[config.mk]
export PLATFORM = sky130hd
export DESIGN_NAME = fighter_action_input_flat
export DESIGN_NICKNAME = d
export VERILOG_FILES = /design/src/rtl/fighter_action_if.sv /design/src/rtl/fighter_action_input.sv /design/src/flat_wrapper.sv
export SDC_FILE = /design/constraint.sdc
export NUM_CORES = 1
export LEC_CHECK = 0
export BUFFER_PORTS_ARGS = -buffer_cell sky130_fd_sc_hd__buf_2
export CORE_ASPECT_RATIO = 0.5
export CORE_UTILIZATION = 52
export DETAILED_ROUTE_END_ITERATION = 16
export PLACE_DENSITY = 0.8
export REMOVE_ABC_BUFFERS = 1
export SLEW_MARGIN = 20
export SYNTH_ARGS = -nofsm -noshare
export SYNTH_HDL_FRONTEND = slang
export SYNTH_SLANG_ARGS = --single-unit
[constraint.sdc]
create_clock -name clk -period 2.8 [get_ports clk]
set_input_delay 0.14 -clock clk [delete_from_list [all_inputs] [get_ports clk]]
set_output_delay 0.14 -clock clk [all_outputs]
set_load 0.02 [all_outputs]
[src/rtl/fighter_action_if.sv]
// Button/action bundle between the raw-input side and the action producer.
//   btn1, btn2   : raw player buttons (5 each), asynchronous, active-high
//   game_over    : high suppresses all rounds
//   action1/2    : 3-bit action codes, stable between fires
//   actionEnable : widened strobe telling the game top to sample action1/2
//   committed1/2 : per-player "action locked this round" indicators
// master = the side that owns the buttons and consumes the actions.
// slave  = fighter_action_input.
interface fighter_action_if;
  logic [4:0] btn1;
  logic [4:0] btn2;
  logic       game_over;
  logic [2:0] action1;
  logic [2:0] action2;
  logic       actionEnable;
  logic       committed1;
  logic       committed2;

  modport master (
    output btn1, btn2, game_over,
    input  action1, action2, actionEnable, committed1, committed2
  );

  modport slave (
    input  btn1, btn2, game_over,
    output action1, action2, actionEnable, committed1, committed2
  );
endinterface

[src/rtl/fighter_action_input.sv]
// Turns ten raw push-buttons into one action code per player per round.
// Each button is synchronised (2 flops) and debounced; the first press of
// each player in a round is encoded and locked. When both players have
// committed, or the round times out, both codes are presented together with
// an actionEnable strobe held long enough for the slower game clock.
//   clk   : system clock
//   reset : synchronous, active-high
//   bus   : fighter_action_if.slave (buttons and game_over in, actions out)
module fighter_action_input #(
  parameter int DEBOUNCE_CYCLES = 500000,
  parameter int ROUND_TIMEOUT   = 50000000,
  parameter int ENABLE_HOLD     = 2500000
) (
  input  logic                   clk,
  input  logic                   reset,
  fighter_action_if.slave        bus
);

  localparam int DB_W   = $clog2(DEBOUNCE_CYCLES) + 1;
  localparam int TMR_W  = $clog2(ROUND_TIMEOUT) + 1;
  localparam int HOLD_W = $clog2(ENABLE_HOLD) + 1;

  localparam logic [DB_W-1:0]   DB_LAST   = DB_W'(DEBOUNCE_CYCLES - 1);
  localparam logic [TMR_W-1:0]  TMR_LAST  = TMR_W'(ROUND_TIMEOUT - 1);
  localparam logic [HOLD_W-1:0] HOLD_LAST = HOLD_W'(ENABLE_HOLD - 1);

  typedef enum logic [1:0] {
    S_IDLE,
    S_COLLECT,
    S_FIRE
  } state_e;

  // ---------------------------------------------------------------------
  // Synchronise and debounce. Bits [4:0] are player 1, [9:5] player 2.
  // ---------------------------------------------------------------------
  logic [9:0]      sync0_q, sync1_q;
  logic [9:0]      stable_q, stable_prev_q;
  logic [DB_W-1:0] db_cnt_q [10];

  // NOTE: sequential state uses non-blocking assignments so every flop
  // samples the pre-edge value of its neighbours (the sync chain relies on it).
  always_ff @(posedge clk) begin
    if (reset) begin
      sync0_q       <= '0;
      sync1_q       <= '0;
      stable_q      <= '0;
      stable_prev_q <= '0;
      // NOTE: this array is ten small counters built from flops, not a RAM,
      // so clearing it on reset is cheap and keeps debounce deterministic.
      for (int i = 0; i < 10; i++) db_cnt_q[i] <= '0;
    end else begin
      sync0_q       <= {bus.btn2, bus.btn1};
      sync1_q       <= sync0_q;
      stable_prev_q <= stable_q;
      for (int i = 0; i < 10; i++) begin
        if (sync1_q[i] == stable_q[i]) begin
          db_cnt_q[i] <= '0;
        end else if (db_cnt_q[i] == DB_LAST) begin
          // DEBOUNCE_CYCLES consecutive disagreeing samples: accept the change.
          stable_q[i] <= sync1_q[i];
          db_cnt_q[i] <= '0;
        end else begin
          db_cnt_q[i] <= db_cnt_q[i] + 1'b1;
        end
      end
    end
  end

  // One-cycle press pulses on stable 0->1; releases are ignored.
  logic [9:0] press;
  assign press = stable_q & ~stable_prev_q;

  // Lowest index wins when several buttons rise together.
  function automatic logic [2:0] encode(input logic [4:0] p);
    logic [2:0] code;
    code = 3'b000;
    if      (p[0]) code = 3'b001;
    else if (p[1]) code = 3'b010;
    else if (p[2]) code = 3'b011;
    else if (p[3]) code = 3'b100;
    else if (p[4]) code = 3'b101;
    return code;
  endfunction

  // ---------------------------------------------------------------------
  // Commit logic and round FSM.
  // ---------------------------------------------------------------------
  state_e             state_q;
  logic [TMR_W-1:0]   timer_q;
  logic [HOLD_W-1:0]  hold_q;
  logic [2:0]         code1_q, code2_q;
  logic [2:0]         code1_d, code2_d;
  logic               committed1_q, committed2_q;
  logic               committed1_d, committed2_d;
  logic [2:0]         action1_q, action2_q;
  logic               enable_q;
  logic               can_commit, commit1, commit2;

  // NOTE: every always_comb output gets a default first so no path leaves
  // it unassigned, which would otherwise infer a latch.
  always_comb begin
    can_commit   = 1'b0;
    commit1      = 1'b0;
    commit2      = 1'b0;
    committed1_d = committed1_q;
    committed2_d = committed2_q;
    code1_d      = code1_q;
    code2_d      = code2_q;

    can_commit = !bus.game_over && (state_q == S_IDLE || state_q == S_COLLECT);
    commit1    = can_commit && !committed1_q && (|press[4:0]);
    commit2    = can_commit && !committed2_q && (|press[9:5]);

    if (commit1) begin
      committed1_d = 1'b1;
      code1_d      = encode(press[4:0]);
    end
    if (commit2) begin
      committed2_d = 1'b1;
      code2_d      = encode(press[9:5]);
    end
  end

  always_ff @(posedge clk) begin
    if (reset) begin
      state_q      <= S_IDLE;
      timer_q      <= '0;
      hold_q       <= '0;
      code1_q      <= '0;
      code2_q      <= '0;
      committed1_q <= 1'b0;
      committed2_q <= 1'b0;
      action1_q    <= '0;
      action2_q    <= '0;
      enable_q     <= 1'b0;
    end else if (bus.game_over) begin
      // Abort whatever round is running; the last fired codes stay visible.
      state_q      <= S_IDLE;
      timer_q      <= '0;
      hold_q       <= '0;
      committed1_q <= 1'b0;
      committed2_q <= 1'b0;
      enable_q     <= 1'b0;
    end else begin
      committed1_q <= committed1_d;
      committed2_q <= committed2_d;
      code1_q      <= code1_d;
      code2_q      <= code2_d;

      unique case (state_q)
        S_IDLE: begin
          if (committed1_d && committed2_d) begin
            state_q   <= S_FIRE;
            action1_q <= code1_d;
            action2_q <= code2_d;
            enable_q  <= 1'b1;
            hold_q    <= '0;
          end else if (commit1 || commit2) begin
            state_q <= S_COLLECT;
            timer_q <= '0;
          end
        end

        S_COLLECT: begin
          // Fire on the very edge the second commit lands, or at timeout;
          // both at once still gives a single fire.
          if ((committed1_d && committed2_d) || timer_q == TMR_LAST) begin
            state_q   <= S_FIRE;
            action1_q <= committed1_d ? code1_d : 3'b000;
            action2_q <= committed2_d ? code2_d : 3'b000;
            enable_q  <= 1'b1;
            hold_q    <= '0;
          end else begin
            timer_q <= timer_q + 1'b1;
          end
        end

        S_FIRE: begin
          if (hold_q == HOLD_LAST) begin
            state_q      <= S_IDLE;
            enable_q     <= 1'b0;
            committed1_q <= 1'b0;
            committed2_q <= 1'b0;
          end else begin
            hold_q <= hold_q + 1'b1;
          end
        end

        default: state_q <= S_IDLE;
      endcase
    end
  end

  assign bus.action1      = action1_q;
  assign bus.action2      = action2_q;
  assign bus.actionEnable = enable_q;
  assign bus.committed1   = committed1_q;
  assign bus.committed2   = committed2_q;

endmodule

[src/flat_wrapper.sv]
// flat-port wrapper written by rule: the top's interface ports become plain ports
module fighter_action_input_flat 
#(
  parameter int DEBOUNCE_CYCLES = 500000,
  parameter int ROUND_TIMEOUT   = 50000000,
  parameter int ENABLE_HOLD     = 2500000
)
  (clk, reset, bus_btn1, bus_btn2, bus_game_over, bus_action1, bus_action2, bus_actionEnable, bus_committed1, bus_committed2);
  fighter_action_if bus_i ();
  input  logic clk;
  input  logic reset;
  input wire logic [$bits(bus_i.btn1)-1:0] bus_btn1;
  input wire logic [$bits(bus_i.btn2)-1:0] bus_btn2;
  input wire logic [$bits(bus_i.game_over)-1:0] bus_game_over;
  output wire logic [$bits(bus_i.action1)-1:0] bus_action1;
  output wire logic [$bits(bus_i.action2)-1:0] bus_action2;
  output wire logic [$bits(bus_i.actionEnable)-1:0] bus_actionEnable;
  output wire logic [$bits(bus_i.committed1)-1:0] bus_committed1;
  output wire logic [$bits(bus_i.committed2)-1:0] bus_committed2;
  assign bus_i.btn1 = bus_btn1;
  assign bus_i.btn2 = bus_btn2;
  assign bus_i.game_over = bus_game_over;
  assign bus_action1 = bus_i.action1;
  assign bus_action2 = bus_i.action2;
  assign bus_actionEnable = bus_i.actionEnable;
  assign bus_committed1 = bus_i.committed1;
  assign bus_committed2 = bus_i.committed2;
  fighter_action_input #(.DEBOUNCE_CYCLES(DEBOUNCE_CYCLES), .ROUND_TIMEOUT(ROUND_TIMEOUT), .ENABLE_HOLD(ENABLE_HOLD)) u_core (.clk(clk), .reset(reset), .bus(bus_i));
endmodule
# Word level (Yosys, flattened, before mapping)
# Memories as Yosys holds them, arrays and structs flattened.
# Cells that the tools add are included.
# classes
add_sub_neg	12
mul	0
div_mod_pow	0
magnitude_cmp	0
n_eq_ne	32
shifts	0
muxes	185
bitwise_logic	43
reduce_logical	33
# ops
operator	count
2-to-1 mux 20 bit	30
adder 20 x 1 -> 20 bit, second input constant	10
== test 20 x 19 -> 1 bit, second input constant	10
2-to-1 mux 1 bit	121
2-to-1 mux 27 bit	3
2-to-1 mux 23 bit	3
one-hot mux 23 bit (3 select lines)	1
2-to-1 mux 3 bit	18
one-hot mux 27 bit (2 select lines)	1
OR 1 bit	30
adder 27 x 1 -> 27 bit, second input constant	1
== test 27 x 26 -> 1 bit, second input constant	1
adder 23 x 1 -> 23 bit, second input constant	1
== test 23 x 22 -> 1 bit, second input constant	1
AND reduction 2 bit	10
AND reduction 4 bit	4
!= test 2 bit, second input constant	6
one-hot mux 3 bit (2 select lines)	2
NOT 1 bit	11
AND 10 bit	1
== test 1 bit	10
NOT 10 bit	1
OR reduction 5 bit	2
2-to-1 mux 2 bit	4
other kinds (14)	23
# totals
ff_bits	107
latchBits	0
mem_bits_rw	200
romBits	0
inputBits	13
out_inout_bits	9
mem_count	1
# memory_table
memory	depth	word_bits	read_ports	rd_clocked_by_memory_dff	write_ports	line	source
u_core.db_cnt_q	10	20	10	0	10	fighter_action_input.sv:38	logic [DB_W-1:0] db_cnt_q [10];

# Depth between registers and ports, before layout
# Gate-level depths: netlist of run 1.
# depth
word_depth	11
depth_mapped	9
depth_no_buf	7

# Worst setup path before layout of run 1
# Ideal clock, no wire load.
# synth_path
path_type	reg2reg
from	reg u_core.timer_q[0]
to	reg u_core.action2_q[1] (netlist: u_core.bus.action2[1])
setup_ps	71
arrival_time_ps	2005
required_time_ps	2729
path_slack_ps	724
stages_incl_launch_ff	9
n_path_buf	1
cell_sequence	dfxtp_1 ha_1 and4_1 nand3_1 nor3_2 a22oi_4 buf_6 or4_1 a21oi_1
# synth_between
elab_chain_len	4
# synth_lines
element	line	source
start, declared	fighter_action_input.sv:89	logic [TMR_W-1:0] timer_q;
start signal, assigned	fighter_action_input.sv:174	timer_q <= timer_q + 1'b1;
== test 27 x 26 -> 1 bit	fighter_action_input.sv:167	if ((committed1_d && committed2_d) || timer_q == TMR_LAST) begin
logical OR 1 bit	fighter_action_input.sv:167	
!= test 2 bit (no source line)	n/a	
AND reduction 4 bit (no source line)	n/a	
end signal, assigned	fighter_action_input.sv:155	action2_q <= code2_d;
end signal, assigned	fighter_action_input.sv:170	action2_q <= committed2_d ? code2_d : 3'b000;
end, declared	fighter_action_input.sv:95	logic [2:0] action1_q, action2_q;
# Every way passes these cells.
# A chain may end at the register's enable or synchronous reset.

# Worst setup path after layout of run 1
# layout_path
from	reg u_core.state_q[1]
to	reg u_core.timer_q[9]
# layout_between
elab_chain_len	10
word_cells_on_any_way	19
# layout_lines
element	line	source
start, declared	fighter_action_input.sv:88	state_e state_q;
start signal, assigned	fighter_action_input.sv:126	state_q <= S_IDLE;
start signal, assigned	fighter_action_input.sv:138	state_q <= S_IDLE;
start signal, assigned	fighter_action_input.sv:153	state_q <= S_FIRE;
== test 2 x 1 -> 1 bit or zero test 2 bit (tied branches)	fighter_action_input.sv:110, fighter_action_input.sv:150	
logical OR 1 bit	fighter_action_input.sv:110	can_commit = !bus.game_over && (state_q == S_IDLE || state_q == S_COLLECT);
logical AND 1 bit	fighter_action_input.sv:110	
logical AND 1 bit, on equally long branches (2 in series)	fighter_action_input.sv:111, fighter_action_input.sv:112	
2-to-1 mux 1 bit, on equally long branches	fighter_action_input.sv:114, fighter_action_input.sv:118	
logical AND 1 bit	fighter_action_input.sv:152, fighter_action_input.sv:167	
logical OR 1 bit	fighter_action_input.sv:167	
!= test 2 bit (no source line)	n/a	
AND reduction 4 bit (no source line)	n/a	
# Parallel ways exist; a longest one is shown, timed or not.

==> results of run 1 <==
through the flow:
stage	setup slack (ps)	util [%]	area (sq um)	hold WS [ps]	cells
3_5_place_dp	239	58.7	16600	359	2114
3_3_place_gp	271	58.6	16600	351	2114
5_1_grt	178	62.6	17700	123	2176
4_1_cts	230	62.6	17700	115	2176
6_report	367	62.6	17700	114	2176
2_1_floorplan	173	-	15800	209	1689
layout make-up:
| class | instances | area (sq um) | share of cell area (%) |
|---|---|---|---|
| flip-flops and latches | 307 | 8150 | 46.1 |
| repair buffers | 53 | 383 | 2.17 |
| well taps | 382 | 478 | 2.70 |
| multi-input cells | 1353 | 7560 | 42.8 |
| inverters | 29 | 109 | 0.616 |
| clock buffers | 37 | 840 | 4.75 |
| clock inverters | 15 | 165 | 0.934 |
worst max-delay path, stage by stage, from the launching register on:
cell	delay, ps
dfxtp_1	420
or3_1	520
a22oi_4	360
a211o_1	460
nand3_4	300
a31oi_1	290
cells in the final DEF, fill, tap and decap left out, drive strengths merged, types with 44 or more instances in the layout:
cell type  instances
dfxtp            107
conb             200
o21ai             46
nor2             274
nor3              44
nor2b             44
nand4             53
edfxtp           200
nand3             87
a21oi             50
xnor2             73
nand2            119
xor2             108
worst min path at each step:
| stage | startpoint | endpoint | depth (start not counted) | slack [ps] |
|---|---|---|---|---|
| 3_5_place_dp | bus_btn1[1] | u_core.sync0_q[1]$_SDFF_PP0_ | 2 | 360 |
| 3_3_place_gp | bus_btn2[4] | u_core.sync0_q[9]$_SDFF_PP0_ | 2 | 350 |
| 6_report | reset | u_core.stable_q[6]$_SDFFE_PP0N_ | 3 | 110 |
| 4_1_cts | reset | u_core.code2_q[0]$_SDFFE_PP0N_ | 3 | 120 |
| 5_1_grt | reset | u_core.sync0_q[1]$_SDFF_PP0_ | 3 | 120 |
| 2_1_floorplan | reset | u_core.bus.action1[0]$_SDFFE_PP0P_ | 1 | 210 |
power breakdown:
group | switching, mW | internal [mW] | total (mW) | leakage [nW]
Clock | 1.69 | 2.40 | 4.09 | 0.491
Sequential | 0.140 | 4.96 | 5.10 | 2.93
Combinational | 0.185 | 0.127 | 0.312 | 2.73
Total | 2.01 | 7.48 | 9.49 | 6.15
state kept, by name, indices dropped and copies added (netlist names):
signal and cells:
u_core.timer_q 27, u_core.bus.committed1 1, u_core.db_cnt_q 200, u_core.bus.action2 3, u_core.bus.action1 3, u_core.bus.actionEnable 1
u_core.stable_q 10, u_core.hold_q 23, u_core.sync0_q 10, u_core.code1_q 3, u_core.code2_q 3, u_core.sync1_q 10
u_core.bus.committed2 1, u_core.state_q 2, u_core.stable_prev_q 10
kinds of logic after synthesis:
kind of cell	after synthesis	synth area share (%)
flip-flops	307	53.4
XOR/XNOR	181	10.4
multiplexers	14	0.918
adder cells (fa/ha/maj)	12	0.984
AND/OR/NAND/NOR	771	24.8
AO/OA/AOI/OAI	175	7.40
buffers and inverters	78	2.05
other	1	0.0246
what timing repair did:
action | in CTS | in global routing
endpoints found under the setup margin | 0 | 1
hold endpoints to repair | 10 | 0
resized for setup | 0 | 1
buffers inserted | 0 | 0
hold buffers | 10 | 0
per-layer routing:
metal / global-route usage, % / up-vias
met4: 4.06 / 0
met3: 3.04 / 42
met5: 0 / -
li1: - / 5785
met2: 32.2 / 170
met1: 25.8 / 5385
==> results.md, run 1 <==
* Wire length per cell at 12.8 um
* Longest Clk Path Bufs at 3
* Fmax at 411 MHz
* Largest net degree at the start of global routing at 64
* Die Y at 123 um
* Crit path to: u_core.timer_q[9]$_SDFFE_PP0P_
* Inserted Clock Buffers at 28
* Overall Global Routing Usage at 19.0%
* EDFF count, synth at 200
* Synth top area share at 39.4%
* Starting density of the core at 54.0%
* Vias in the first global route at 10600
* Distinct cells, synth at 60
* CP startpoint kind: flip-flop
* Post-synth ARST share at 0%
* Dominant synthesized flop cell: edfxtp_1
* Pwr dens at 537 mW/mm^2
* RSZ-0062 raised after global routing: no
* Slew headroom at 39.4%
* Clock transition at path regs at 70 ps
* # fillers at 2240
* First-iteration detailed-routing DRC count at 883
* Drt first pass iters at 5
* Worst R2R End: u_core.timer_q[9]$_SDFFE_PP0P_
* Die Span X at 244 um
* Synth Instances at 1539
* Core Box Area at 0.0282 sq mm
* CTS tree: done
* Overall via count from detail_route at 11400
* Layout cells sized above 1 at 6.13%
* CP max FO at 18
* Cell with the most instances after synthesis: nor2_1
* Mapped Area at 0.0153 sq mm
* Ant diodes at 0
* Sequential fraction of the synthesis area at 53.4%
* Setup TNS at 0 ps
* GP Congestion at 0.842
* Initial antenna violation count at 0
* Leak Pwr at 6.15 nW
* Met1 wire length at 13600 um
* Crit path from: u_core.state_q[1]$_SDFFE_PP0P_
* Leading area contributor after synthesis: edfxtp_1
* PortBufs at 21
* Top Metal Used: met4
* H-tree depth at 1
* Vias/cell at 5.23
* R2R Setup Slk at 370 ps
* Root buffer cell: clkbuf_16
* Commonest cells post-synth: nor2_1, edfxtp_1, nand2_1
* WL met3 at 928 um
* Area grow syn2layout at 15.9%
* Global-route wire length before repair at 47900 um
* DRT Wirelength at 27900 um
* Min Tclk post-route at 2430 ps
* Detail Placement HPWL at 19300 um
* Final Hold Fails at 0
* Worst Setup Path Type: flip-flop to flip-flop
* Met2 wire length at 12900 um
* Hold crit path type: input pin to flip-flop
* Required @ worst endpoint at 3260 ps
* DRC at 0
* Max-slew violation count at 0
* Ports at 22
* Antenna-violating nets left at 0
* Final setup violation count at 0
* Max-cap viol count at 0
* Grt ovf at 0
* Std cell rows at 43
* R2R Path Start: u_core.state_q[1]$_SDFFE_PP0P_
* Synth area leaders: edfxtp_1, dfxtp_1, nor2_1
* Num Clock Sinks at 307
* CP Capture Type: flip-flop
* Setup Skew at 15.9 ps
* Crit share post-route at 86.9%
* Arrival @ worst endpoint at 2900 ps
* Nets at 1797
* Total die area at 0.0301 sq mm
* Final Power at 9.49 mW
* Worst IR Drop VDD at 0.428 mV
* Syn_area_per_cell at 9.92 sq um
* FF+latch count, synth at 307
* Reg2reg path depth at 5
* Synth warnings at 0
* Worst Tran Pin Value at 905 ps
* Worst skew pair latency at 550 ps
* Outcome: finished clean
(Power assumes the default switching activity.)
==> inputs of run 2 (changes only) <==
--- a/config.mk
+++ b/config.mk
@@ -9,7 +9,7 @@
 export CORE_ASPECT_RATIO = 0.5
 export CORE_UTILIZATION = 52
 export DETAILED_ROUTE_END_ITERATION = 16
-export PLACE_DENSITY = 0.8
+export PLACE_DENSITY = 0.82
 export REMOVE_ABC_BUFFERS = 1
 export SLEW_MARGIN = 20
 export SYNTH_ARGS = -nofsm -noshare
==> constraint.sdc (replaced) <==
create_clock -name clk -period 2 [get_ports clk]
set_input_delay 0.1 -clock clk [delete_from_list [all_inputs] [get_ports clk]]
set_output_delay 0.1 -clock clk [all_outputs]
set_load 0.02 [all_outputs]
==> results.md, run 2 (synthesis gave the netlist of run 1 again) <==
* Ant diodes at 0 (unchanged)
* # fillers at 1931 (-14%)
* Psw at 2.98 mW (+48%)
* Initial antenna violation count at 0 (unchanged)
* RSZ-0062 raised after global routing: yes
* Failing checks: setup timing
* Regs by FF count: u_core.db_cnt_q x200, u_core.timer_q x27, u_core.hold_q x23
* Reg2reg path depth at 6 (+1)
* Crit-path max cell delay at 470 ps (-50 ps)
* Worst skew pair latency at 570 ps (+20 ps)
* Worst IR Drop VDD at 0.670 mV (+57%)
* Std cell rows at 43 (unchanged)
* Starting density of the core at 54.0% (unchanged)
* CP max FO at 20 (+2)
* Final Hold Fails at 0 (unchanged)
* Min Tclk post-route at 2160 ps (-274 ps)
* Antenna-violating nets left at 0 (unchanged)
* First-iteration detailed-routing DRC count at 1110 (+26%)
* Total die area at 0.0301 sq mm (unchanged)
* Final setup violation count at 26 (+26)
* Required @ worst endpoint at 2320 ps (-940 ps)
* CP startpoint kind: flip-flop
* Core Box Area at 0.0282 sq mm (unchanged)
* DRT Wirelength at 33000 um (+18%)
* Layout cells sized above 1 at 17.1% (+11 points)
* Gate power share at 4.2% (+0.9 points)
* Root buffer cell: clkbuf_16
* Vias/cell at 5.27 (+0.76%)
* CP Capture Type: flip-flop
* Clock transition at path regs at 70 ps (about the same)
* Pwr dens at 703 mW/mm^2 (+31%)
* Slowest CP cell: edfxtp_1
* Final worst setup slack at -159 ps (-526 ps)
* Met2 global-route usage at 36.9% (+4.7 points)
* Critical Path Stages at 6 (+1)
* Longest Clk Path Bufs at 3 (unchanged)
* Drt first pass iters at 5 (unchanged)
* Inserted Clock Buffers at 29 (+3.6%)
* Die Span X at 244 um (unchanged)
* Nets at 1944 (+8.2%)
* Num Clock Sinks at 307 (unchanged)
* Fmax at 463 MHz (+13%)
* PortBufs at 21 (unchanged)
* Arrival @ worst endpoint at 2480 ps (-420 ps)
* CTS tree: done
* Max-cap viol count at 0 (unchanged)
* Overall Global Routing Usage at 20.9% (+2.0 points)
* Grt met3 use at 2.95% (-0.087 points)
* Seq pwr share at 52.3% (-1.4 points)
* Part of the power in the clock network at 43.5% (+0.5 points)
* Largest net degree at the start of global routing at 52 (-19%)
* Leak Pwr at 7.03 nW (+14%)
* Max-slew violation count at 0 (unchanged)
* Most frequent cells in the layout: nor2_1, edfxtp_1, conb_1
* Hold depth at 3 (unchanged)
* Vias in the first global route at 11600 (+9.5%)
* H-tree depth at 1 (unchanged)
* Worst Path Buf+Inv at 1 (+1)
* Outcome: finished with violations
* Area grow syn2layout at 26.8%
* Overall via count from detail_route at 12200 (+7.6%)
* Largest reg by FF count: u_core.db_cnt_q
* Setup Skew at 16.3 ps (+0.420 ps)
* Finished Layout Cells at 2324 (+6.8%)
* Max reg flops at 200 (unchanged)
* Most common cell after layout, fill and taps aside: nor2_1
* Crit-path cells: nor4_1, nand3_1, nor3_1, or3_1, buf_12, nor2_1
* Ports at 22 (unchanged)
* Final Power at 13.6 mW (+43%)
* Worst Setup Path Type: flip-flop to flip-flop
* Global routing usage on met1 at 27.0% (+1.2 points)
* Crit share post-route at 108% (+21 points)
* Wire length per cell at 14.2 um (+11%)
* Die Y at 123 um (unchanged)
* Sw Ratio at 21.9% (+0.71 points)
* Global-route wire length before repair at 52400 um (+9.5%)
* Placed Cells at 2243 (+6.1%)
* DRC at 0 (unchanged)
* GP Congestion at 0.875 (+3.9%)
* Reg area at 0.00815 sq mm (about the same)
* Multi-input gate area at 0.00793 sq mm (+4.9%)
* Crit path max-delay family: simple AND/OR/NAND/NOR gates
* Detail Placement HPWL at 21200 um (+10%)
* Grt ovf at 0 (unchanged)
* Hold crit path type: input pin to flip-flop
* P_int at 10.6 mW (+42%)
* Global route hottest layer: met2
[run 2: cell types whose count changed in the layout (fill, tap and decap cells not counted), moves of 6 or more]
cell / delta
buf_12: +12
buf_4: +129
nor2b_1: -8
nor2b_2: +6
nor3_1: -15
nor3_2: +14
nor4_1: -6
or3_1: -6
or3_4: +6
[run 2: power groups by stage]
stage | Combinational, mW | Sequential, mW | Clock (mW)
after CTS | 0.537 | 7.11 | 5.97
after global placement | 0.501 | 7.23 | 0
final | 0.575 | 7.12 | 5.92
after global routing | 0.645 | 7.14 | 6.25
after floorplan | 0.309 | 7.22 | 0
after detailed placement | 0.513 | 7.25 | 0
[run 2: repair_timing]
action,in CTS,in global routing
endpoints found under the hold margin,10,0
setup endpoints to repair,68,178
hold buffers,10,0
pin swaps,4,28
resized for setup,13,77
buffers inserted,1,14
gates cloned,1,1
[run 2: metrics by stage]
| stage | util, % | hold slack, ps | worst slack [ps] | area [sq um] | TNS [ps] |
|---|---|---|---|---|---|
| 2_1_floorplan | - | 169 | -627 | 15800 | -15060 |
| 3_3_place_gp | 62.6 | 309 | -42.9 | 17700 | -42.9 |
| 3_5_place_dp | 62.6 | 321 | -131 | 17700 | -1730 |
| 4_1_cts | 66.9 | 67.1 | -7.31 | 18900 | -18.4 |
| 5_1_grt | 68.5 | 73.6 | -212 | 19400 | -6160 |
| 6_report | 68.5 | 67.0 | -159 | 19400 | -3150 |
[run 2: worst paths after layout]
| check | slack, ps | endpoint | from |
|---|---|---|---|
| max reg2reg | -160 | u_core.db_cnt_q[0][146]$_SDFFCE_PN0P_ | u_core.db_cnt_q[0][150]$_SDFFCE_PN0P_ |
| min reg2reg | 440 | u_core.sync1_q[6]$_SDFF_PP0_ | u_core.sync0_q[6]$_SDFF_PP0_ |
| min | 70 | u_core.stable_q[7]$_SDFFE_PP0N_ | reset |
| max | -160 | u_core.db_cnt_q[0][146]$_SDFFCE_PN0P_ | u_core.db_cnt_q[0][150]$_SDFFCE_PN0P_ |
[run 2: metal layers]
| metal | vias to the layer above | part of all wire (%) |
|---|---|---|
| met4 | 0 | 2.6 |
| li1 | 6083 | - |
| met1 | 5799 | 44 |
| met5 | - | 0 |
| met3 | 76 | 4.0 |
| met2 | 290 | 49 |
[run 2: layout make-up]
cell class | count | share of cell area [%]
inverters | 29 | 0.563
repair buffers | 198 | 8.42
well taps | 382 | 2.47
clock buffers | 42 | 4.88
flip-flops and latches | 307 | 42.1
clock inverters | 12 | 0.530
multi-input cells | 1354 | 41.0
[run 2: worst reg2reg max path, stage by stage, from the launching register on]
cell      delay [ps]
edfxtp_1         470
nor4_1           450
nand3_1          180
nor3_1           370
or3_1            220
buf_12           160
nor2_1            70
==> inputs of run 3 (changes only) <==
--- a/config.mk
+++ b/config.mk
@@ -7,9 +7,9 @@
 export LEC_CHECK = 0
 export BUFFER_PORTS_ARGS = -buffer_cell sky130_fd_sc_hd__buf_2
 export CORE_ASPECT_RATIO = 0.5
-export CORE_UTILIZATION = 52
+export CORE_UTILIZATION = 35
 export DETAILED_ROUTE_END_ITERATION = 16
-export PLACE_DENSITY = 0.82
+export PLACE_DENSITY = 0.63
 export REMOVE_ABC_BUFFERS = 1
 export SLEW_MARGIN = 20
 export SYNTH_ARGS = -nofsm -noshare
==> results.md, run 3 (synthesis gave the netlist of run 1 again) <==
* Longest Clk Path Bufs at 3 (unchanged)
* CP Capture Type: flip-flop
* P_int at 10.3 mW (-2.8%)
* Min Tclk post-route at 1990 ps (-169 ps)
* Worst skew pair latency at 570 ps (about the same)
* H-tree depth at 1 (unchanged)
* Slowest CP cell: nor3_4
* Overall via count from detail_route at 11900 (-3.2%)
* Inserted Clock Buffers at 30 (+3.4%)
* Dpl ws at -68.4 ps (+62.2 ps)
* Clock transition at path regs at 60 ps (about the same)
* Arrival @ worst endpoint at 2480 ps (about the same)
* Total die area at 0.0445 sq mm (+48%)
* RSZ-0062 raised after global routing: yes
* CTS tree: done
* R2R Setup Slk at 10 ps (+170 ps)
* Pwr dens at 670 mW/mm^2 (-4.8%)
* Vias/cell at 4.67 (-11%)
* Wire length per cell at 12.0 um (-15%)
* Psw at 2.91 mW (-2.4%)
* Area grow syn2layout at 29.5%
* Worst Tran Pin Value at 496 ps
* Nets at 1962 (+0.93%)
* GP Congestion at 0.813 (-7.0%)
* Die Span X at 297 um (+22%)
* Largest reg by FF count: u_core.db_cnt_q
* Hold crit path type: input pin to flip-flop
* Part of the power in the clock network at 41.9% (-1.6 points)
* Worst Setup Path Type: flip-flop to flip-flop
* PortBufs at 21 (unchanged)
* Grt ovf at 0 (unchanged)
* Core Box Area at 0.0425 sq mm (+50%)
* Final setup violation count at 0 (-100%)
* Ports at 22 (unchanged)
* Root buffer cell: clkbuf_16
* Max-cap viol count at 0 (unchanged)
* Vias in the first global route at 10900 (-5.8%)
* Global-route wire length before repair at 50500 um (-3.8%)
* CP startpoint kind: flip-flop
* Antenna-violating nets left at 0 (unchanged)
* Fmax at 503 MHz (+8.5%)
* Max-slew violation count at 0 (unchanged)
* Sw Ratio at 22.0% (+0.073 points)
* Fin Hold WS at 18.4 ps (-48.6 ps)
* Num Clock Sinks at 307 (unchanged)
* Drt first pass iters at 4 (-1)
* Setup TNS at 0 ps (+3150 ps)
* Leak Pwr at 7.11 nW (+1.0%)
* Final Power at 13.2 mW (-2.7%)
* Initial antenna violation count at 1 (+1)
* Crit path max-delay family: simple AND/OR/NAND/NOR gates
* DP Area at 0.0180 sq mm (+1.9%)
* Regs by FF count: u_core.db_cnt_q x200, u_core.timer_q x27, u_core.hold_q x23
* Final worst setup slack at 10.1 ps (+169 ps)
* Most common cell after layout, fill and taps aside: nor2_1
* Final Cell Area at 0.0198 sq mm (+2.1%)
* Worst IR Drop VDD at 0.617 mV (-7.9%)
* Seq pwr share at 53.7% (+1.4 points)
* # fillers at 3936 (+100%)
* Crit-path max cell delay at 360 ps (-110 ps)
* Crit share post-route at 99.5% (-8.5 points)
* Starting density of the core at 35.9% (-18 points)
* First-iteration detailed-routing DRC count at 667 (-40%)
* Layout cells sized above 1 at 18.2% (+1.0 points)
* Slew headroom at 66.8%
* Worst Path Buf+Inv at 1 (unchanged)
* Detail Placement HPWL at 21000 um (-0.90%)
* Std cell rows at 53 (+23%)
* Outcome: finished clean
* Die Y at 150 um (+22%)
* Max reg flops at 200 (unchanged)
* Required @ worst endpoint at 2490 ps (+170 ps)
* Largest net degree at the start of global routing at 64 (+23%)
* DRC at 0 (unchanged)
* Setup Skew at 11.6 ps (-4.73 ps)
* Most frequent cells in the layout: nor2_1, edfxtp_1, conb_1
* Crit-path cells: nor4bb_4, nand3_2, nor3_4, a22oi_4, o21ai_2, buf_6, mux2i_1
* Gate power share at 4.3% (about the same)
* Overall Global Routing Usage at 13.3% (-7.6 points)
* Final Hold Fails at 0 (unchanged)
* CP max FO at 14 (-30%)
* DRT Wirelength at 30600 um (-7.4%)
==> run 3: cell count changes in the layout (fill, tap and decap cells not counted), sizes merged <==
| cell | previous run | this run |
|---|---|---|
| diode | 0 | 1 |
| clkinvlp | 0 | 2 |
| buf | 188 | 203 |
| inv | 32 | 30 |
| clkinv | 8 | 9 |
| clkbuf | 42 | 45 |
==> run 3: final timing paths <==
kind / from / end / cells after the start
worst max-delay path: u_core.timer_q[11]$_SDFFE_PP0P_ / u_core.hold_q[1]$_SDFFE_PP0P_ / 7
worst min-delay path: reset / u_core.code1_q[1]$_SDFFE_PP0N_ / 3
worst max register to register: u_core.timer_q[11]$_SDFFE_PP0P_ / u_core.hold_q[1]$_SDFFE_PP0P_ / 7
worst min register to register: u_core.sync0_q[1]$_SDFF_PP0_ / u_core.sync1_q[1]$_SDFF_PP0_ / 1
==> run 3: what timing repair did <==
| item | in CTS | in global routing |
|---|---|---|
| resized for setup | 6 | 106 |
| pin swaps | 3 | 39 |
| hold endpoints to repair | 10 | 0 |
| gates cloned | 0 | 6 |
| setup buffers | 1 | 14 |
| hold buffers | 10 | 0 |
| endpoints found under the setup margin | 34 | 180 |
==> run 3: through the flow <==
stage | std cells | util [%]
global placement | 2451 | 42.4
global route | 2538 | 46.5
floorplan | 1689 | -
CTS | 2518 | 45.0
detailed placement | 2451 | 42.4
finish | 2539 | 46.5
==> run 3: layout make-up <==
| cell class | instances | area, sq um | share of cell area (%) |
|---|---|---|---|
| clock buffers | 43 | 862 | 4.36 |
| repair buffers | 215 | 1810 | 9.17 |
| inverters | 29 | 109 | 0.551 |
| well taps | 577 | 722 | 3.65 |
| flip-flops and latches | 307 | 8160 | 41.3 |
| clock inverters | 13 | 96.3 | 0.487 |
| diodes | 1 | 2.50 | 0.0127 |
| multi-input cells | 1354 | 8000 | 40.5 |
==> run 3: power groups by stage <==
stage                     clock [mW]  combinational, mW  sequential [mW]
after floorplan                    0              0.309             7.22
after global placement             0              0.513             7.24
after detailed placement           0              0.516             7.24
after CTS                       5.72              0.536             7.11
after global routing            5.94              0.652             7.13
final                           5.55              0.575             7.11
==> run 3: worst register-to-register path: stages, from the launching register on <==
cell      delay [ps]
dfxtp_2          330
nor4bb_4         330
nand3_2          150
nor3_4           360
a22oi_4          140
o21ai_2          230
buf_6            200
mux2i_1          190
==> run 3: layer usage <==
layer	GRT usage (%)	routed length, um	part of all wire [%]	vias to the layer above
met5	0	0	0	-
met4	3.32	693	2.3	0
met3	2.22	982	3.2	50
met2	22.7	13900	45	130
met1	17.8	15000	49	5543
li1	-	-	-	6127
